==> src/rtl/select_down_counter.sv <==
// rtl/select_down_counter.sv - loadable dual down-counter, channel 1 prescaled by DIV
module select_down_counter #(
  parameter int WIDTH = 64,
  parameter int DIV   = 4
) (
  input  logic             Clk,
  input  logic             Reset,
  input  logic             Load,
  input  logic             Slt,
  input  logic             En,
  input  logic [WIDTH-1:0] Din,
  output logic [WIDTH-1:0] Count0,
  output logic [WIDTH-1:0] Count1,
  output logic             Zero0,
  output logic             Zero1,
  output logic             Done0,
  output logic             Done1
);

  localparam int PW = (DIV > 1) ? $clog2(DIV) : 1;
  localparam logic [PW-1:0] PRE_LAST = PW'(DIV - 1);

  logic [PW-1:0] prescaler;
  logic          run0;
  logic          run1;
  logic          tick1;

  assign run0  = !Load && En && !Slt && (Count0 != '0);
  assign run1  = !Load && En &&  Slt && (Count1 != '0);
  assign tick1 = run1 && (prescaler == PRE_LAST);

  assign Zero0 = (Count0 == '0);
  assign Zero1 = (Count1 == '0);

  always_ff @(posedge Clk or negedge Reset) begin
    if (!Reset) begin
      Count0 <= '0;
    end else if (Load && !Slt) begin
      Count0 <= Din;
    end else if (run0) begin
      Count0 <= Count0 - 1'b1;
    end
  end

  // The prescaler is owned by channel 1 and freezes once Count1 reaches zero.
  always_ff @(posedge Clk or negedge Reset) begin
    if (!Reset) begin
      Count1    <= '0;
      prescaler <= '0;
    end else if (Load && Slt) begin
      Count1    <= Din;
      prescaler <= '0;
    end else if (run1) begin
      prescaler <= (prescaler == PRE_LAST) ? '0 : prescaler + 1'b1;
      if (tick1) begin
        Count1 <= Count1 - 1'b1;
      end
    end
  end

  always_ff @(posedge Clk or negedge Reset) begin
    if (!Reset) begin
      Done0 <= 1'b0;
      Done1 <= 1'b0;
    end else begin
      Done0 <= run0  && (Count0 == WIDTH'(1));
      Done1 <= tick1 && (Count1 == WIDTH'(1));
    end
  end

endmodule

==> config.mk <==
export PLATFORM = sky130hd
export DESIGN_NAME = select_down_counter
export DESIGN_NICKNAME = d
export VERILOG_FILES = /design/src/rtl/select_down_counter.sv
export SDC_FILE = /design/constraint.sdc
export NUM_CORES = 1
export LEC_CHECK = 0
export ABC_AREA = 1
export CAP_MARGIN = 5
export CORE_MARGIN = 2
export CORE_UTILIZATION = 45
export DETAILED_ROUTE_END_ITERATION = 6
export PLACE_DENSITY = 0.71
export SYNTH_ARGS = -nofsm -noshare
export SYNTH_HDL_FRONTEND = slang
export SYNTH_SLANG_ARGS = --single-unit
==> constraint.sdc <==
create_clock -name Clk -period 3.45 [get_ports Clk]
set_input_delay 0.8625 -clock Clk [delete_from_list [all_inputs] [get_ports Clk]]
set_output_delay 0.8625 -clock Clk [all_outputs]
set_load 0.01 [all_outputs]
Word-level counts from Yosys, hierarchy flattened
Index checks and enable logic that the tools add are counted.

$add $sub $neg: 3. Multiply operators: 0. Divide/modulo/power cells: 0. Order comparisons: 0. Equal/unequal tests: 3. Shifts and indexed selects: 0. Mux-type cells: 8. Bitwise gates (word level): 0. Reductions and logical operators: 20.

Operators with widths (count): $mux W64 (5); $eq A64 B1 Y1 const B (2); $logic_not A64 Y1 (2); $reduce_bool A64 Y1 (2); $sub A64 B1 Y64 const B (2); $logic_and A1 B1 Y1 (10); $mux W2 (3); $reduce_bool A2 Y1 (3); $add A2 B1 Y2 const B (1); $eq A2 B2 Y1 const B (1); $logic_not A1 Y1 (2); $reduce_and A2 Y1 (1).

Register bits after elaboration: 132. Latch bits: 0. Bits in writable memories: 0. Memory bits (read-only): 0. Bits of input ports: 69. Output and inout bits: 132. Logic and storage cells: 39. Memories kept: 0.

Depth between registers and ports, before layout
Word-level depth: 8. Depth in mapped cells: 14. Depth with buffers taken out: 13.

Least setup slack after synthesis
Ideal clock, no wire load.

Path type: register to output. Start: reg Count1[0]. End: out Zero1. Arrival time: 1480 ps. Slack: 1107 ps. Stages on the path, launching flop included: 7. Path buffers: 0. Path through: dfrtp_1 inv_1 ha_1 nand2_4 nor2_8 nand4_1 nor4_1.

Longest elaborated chain between the ends: 1.

RTL lines: from (decl) (RTL line 13) `output logic [WIDTH-1:0] Count1,`; from (signal assigned) (RTL line 51) `Count1 <= Din;`; from (signal assigned) (RTL line 56) `Count1 <= Count1 - 1'b1;`; $logic_not A64 Y1 (RTL line 33) `assign Zero1 = (Count1 == '0);`; to (decl) (RTL line 15) `output logic Zero1,`.

Every way passes these cells.

Worst setup path after layout
Start: reg Count0[0]. End: out Zero0.

Longest elaborated chain between the ends: 1.

RTL lines: from (decl) (RTL line 12) `output logic [WIDTH-1:0] Count0,`; from (signal assigned) (RTL line 39) `Count0 <= Din;`; from (signal assigned) (RTL line 41) `Count0 <= Count0 - 1'b1;`; $logic_not A64 Y1 (RTL line 32) `assign Zero0 = (Count0 == '0);`; to (decl) (RTL line 14) `output logic Zero0,`.

Every way passes these cells.

==> impl_metrics.tcl <==
set metrics [dict create \
    cap_violations 0 \
    cellPowerDensity_nw_per_um2 490 \
    initialDrtViolationCount 1117 \
    wl_met3_um 2790 \
    core-area_sq_um 22600 \
    path_clk_slew_ns 0.06 \
    hold_class "in2async" \
    drive_gt1_frac 0.0478 \
    clock_latency_ns 0.43 \
    syn_nets 1796 \
    routed.top_layer "met4" \
    critical_path_arrival_ns 2.49 \
    globalplace.congestion 0.945 \
    finalMaxSlewViolations 0 \
    ys_ff_latch 132 \
    cts_tree "built" \
    drt_wl_total_um 39800 \
    final.min_clock_period_ns 3.35 \
    fmaxAchievable_mhz 299 \
    drc 0 \
    layout_commonest_cell "nand2_1" \
    leakagePower_nw 5.97 \
    cts_root_buffer "clkbuf_16" \
    postPlaceCellArea_sq_um 12600 \
    cts_num_sinks 132 \
    netlist_area_sq_um 10300 \
    worstMarginPinSlew_ns 0.826 \
    final_cell_mix "nand2_1, nor2_1, clkdlybuf4s50_1, nand3_1, dfrtp_1" \
    route.met2.wl_um 18100 \
    timing.final.crit_share 0.971 \
    vdd_drop_max_uv 329 \
    grt_usage 0.332 \
    antenna_found_initial 4 \
    layout.nets 1988 \
    wire_per_inst_um 18.0 \
    yosys.cell_types.count 34 \
    r2r_slack_ns 1.00 \
    setup_tns_ns 0 \
    start_kind "flip-flop" \
    status "completed" \
    grt_max_degree 81 \
    vias_per_cell 5.38 \
    htree_levels 4 \
    worstReg2RegEnd "Count0[53]$_DFFE_PN0P_" \
    io_pins 201 \
    design_area_sq_um 13200 \
    ant_nets 0 \
    gr-total-overflow 0 \
    critPathMaxFanout 5 \
    route.vias.total 11900 \
    wl_met1_um 17200 \
    dpl.hpwl_um 30800 \
    fp.dieH_um 155 \
    grt_first_pass_wirelength_um 61500 \
    synthCells 1722 \
    syn2layout_area_growth_pct 28.1 \
    row_count 55 \
    critPathKind "reg2out" \
    synth_area_per_cell_sq_um 5.98 \
    dr.pass1.iters 5 \
    setup_viol 0 \
    end_kind "output pin" \
    clock_path_buffers 2 \
    maxSlewHeadroom 0.449 \
    rsz0062_at_grt "no" \
    hold_viol 0 \
    die_x_um 155 \
    initial_core_util 0.456 \
    synth_warnings 0 \
    cts_buffers 17 \
    reg2reg_depth 12 \
    fin_skew_ns 0.0103 \
    grt_pass1_vias 11100 \
    critical_path_required_ns 2.59 \
    dieArea_sq_um 24100 \
    synth-seq-area-share 0.321 \
    r2r-start "Count0[0]$_DFFE_PN0P_" \
    io_buffers 200 \
]
==> worst max path at each step <==
stage	from	end	slack (ns)	cells after the start
detailed placement	Count1[0]$_DFFE_PN0P_	Zero1	0.47	7
global route	Count0[0]$_DFFE_PN0P_	Zero0	0.001	8
finish	Count0[0]$_DFFE_PN0P_	Zero0	0.10	8
CTS	Count1[0]$_DFFE_PN0P_	Zero1	0.08	7
global placement	Count1[0]$_DFFE_PN0P_	Zero1	0.45	7
floorplan	Count1[0]$_DFFE_PN0P_	Zero1	1.11	6
==> metrics by stage <==
stage          std cells  hold WS (ns)  total power (W)  setup slack [ns]  utilization
2_1_floorplan       1722         0.481          0.00347              1.11            -
3_3_place_gp        2180         0.509          0.00453             0.455        0.557
3_5_place_dp        2180         0.548          0.00456             0.466        0.557
4_1_cts             2211         0.532          0.00644            0.0760        0.584
5_1_grt             2215         0.551          0.00683           0.00135        0.584
6_report            2215         0.486          0.00646             0.101        0.584
==> routing by layer <==
layer  track usage  up-vias
li1              -     5787
met5             0        -
met3        0.0443       91
met4         0.141        0
met2         0.524      545
met1         0.461     5487
==> sequential cells by signal, summed over array words and instances, names as in the netlist <==
name	cells
prescaler	2
Done0	1
Done1	1
Count0	64
Count1	64
==> Yosys cell counts (all sizes together) <==
master    n  area (sq um)
a21o      6          45.0
a21oi     5          25.0
and2      6          37.5
and3      1          6.26
buf      18           158
clkbuf   25          93.8
clkinv    1          8.76
dfrtp   132          3300
ha        5          62.6
inv     122           465
nand2   681          2610
nand3   188           953
nand3b   25           188
nand4    14          87.6
nor2    382          1540
nor4      2          12.5
nor4b     1          8.76
o21ai    62           310
o21bai    4          30.0
or2       3          18.8
xnor2    11          96.3
xor2     28           245
==> power breakdown <==
part	switching (W)	internal, W	total [W]
Clock	0.000766	0.00112	0.00188
Combinational	0.00129	0.00102	0.00231
Sequential	0.000457	0.00181	0.00227
Total	0.00252	0.00395	0.00646
==> what timing repair did <==
| item | CTS | global route |
|---|---|---|
| hold buffers | 0 | 0 |
| endpoints found under the hold margin | 0 | 0 |
| pin swaps | 0 | 0 |
| gates resized for setup | 1 | 1 |
| endpoints found under the setup margin | 1 | 1 |
| setup buffers | 0 | 0 |
==> area by class of cell <==
class,count,area [sq um]
Clock buffer,20,467
Sequential cell,132,3300
Inverter,123,474
Clock inverter,11,129
Tap cell,285,357
Antenna cell,4,10.0
Fill cell,2280,9380
Timing Repair Buffer,216,2160
Multi-Input combinational cell,1424,6290
==> critical path, cell delays in order, from the launching register on <==
cell	delay, ns
dfrtp_1	0.41
inv_1	0.11
ha_1	0.25
nand2_2	0.14
nor2_4	0.16
inv_1	0.10
nor2_1	0.17
and3_1	0.18
clkdlybuf4s50_1	0.53
==> cell families after synthesis <==
| group | share of synthesized area |
|---|---|
| AO/OA/AOI/OAI | 0.0399 |
| XOR/XNOR | 0.0332 |
| adder cells (fa/ha/maj) | 0.00608 |
| buffers and inverters | 0.0705 |
| flip-flops | 0.321 |
| AND/OR/NAND/NOR | 0.530 |
Note: power is estimated with default switching activity, not from simulation.
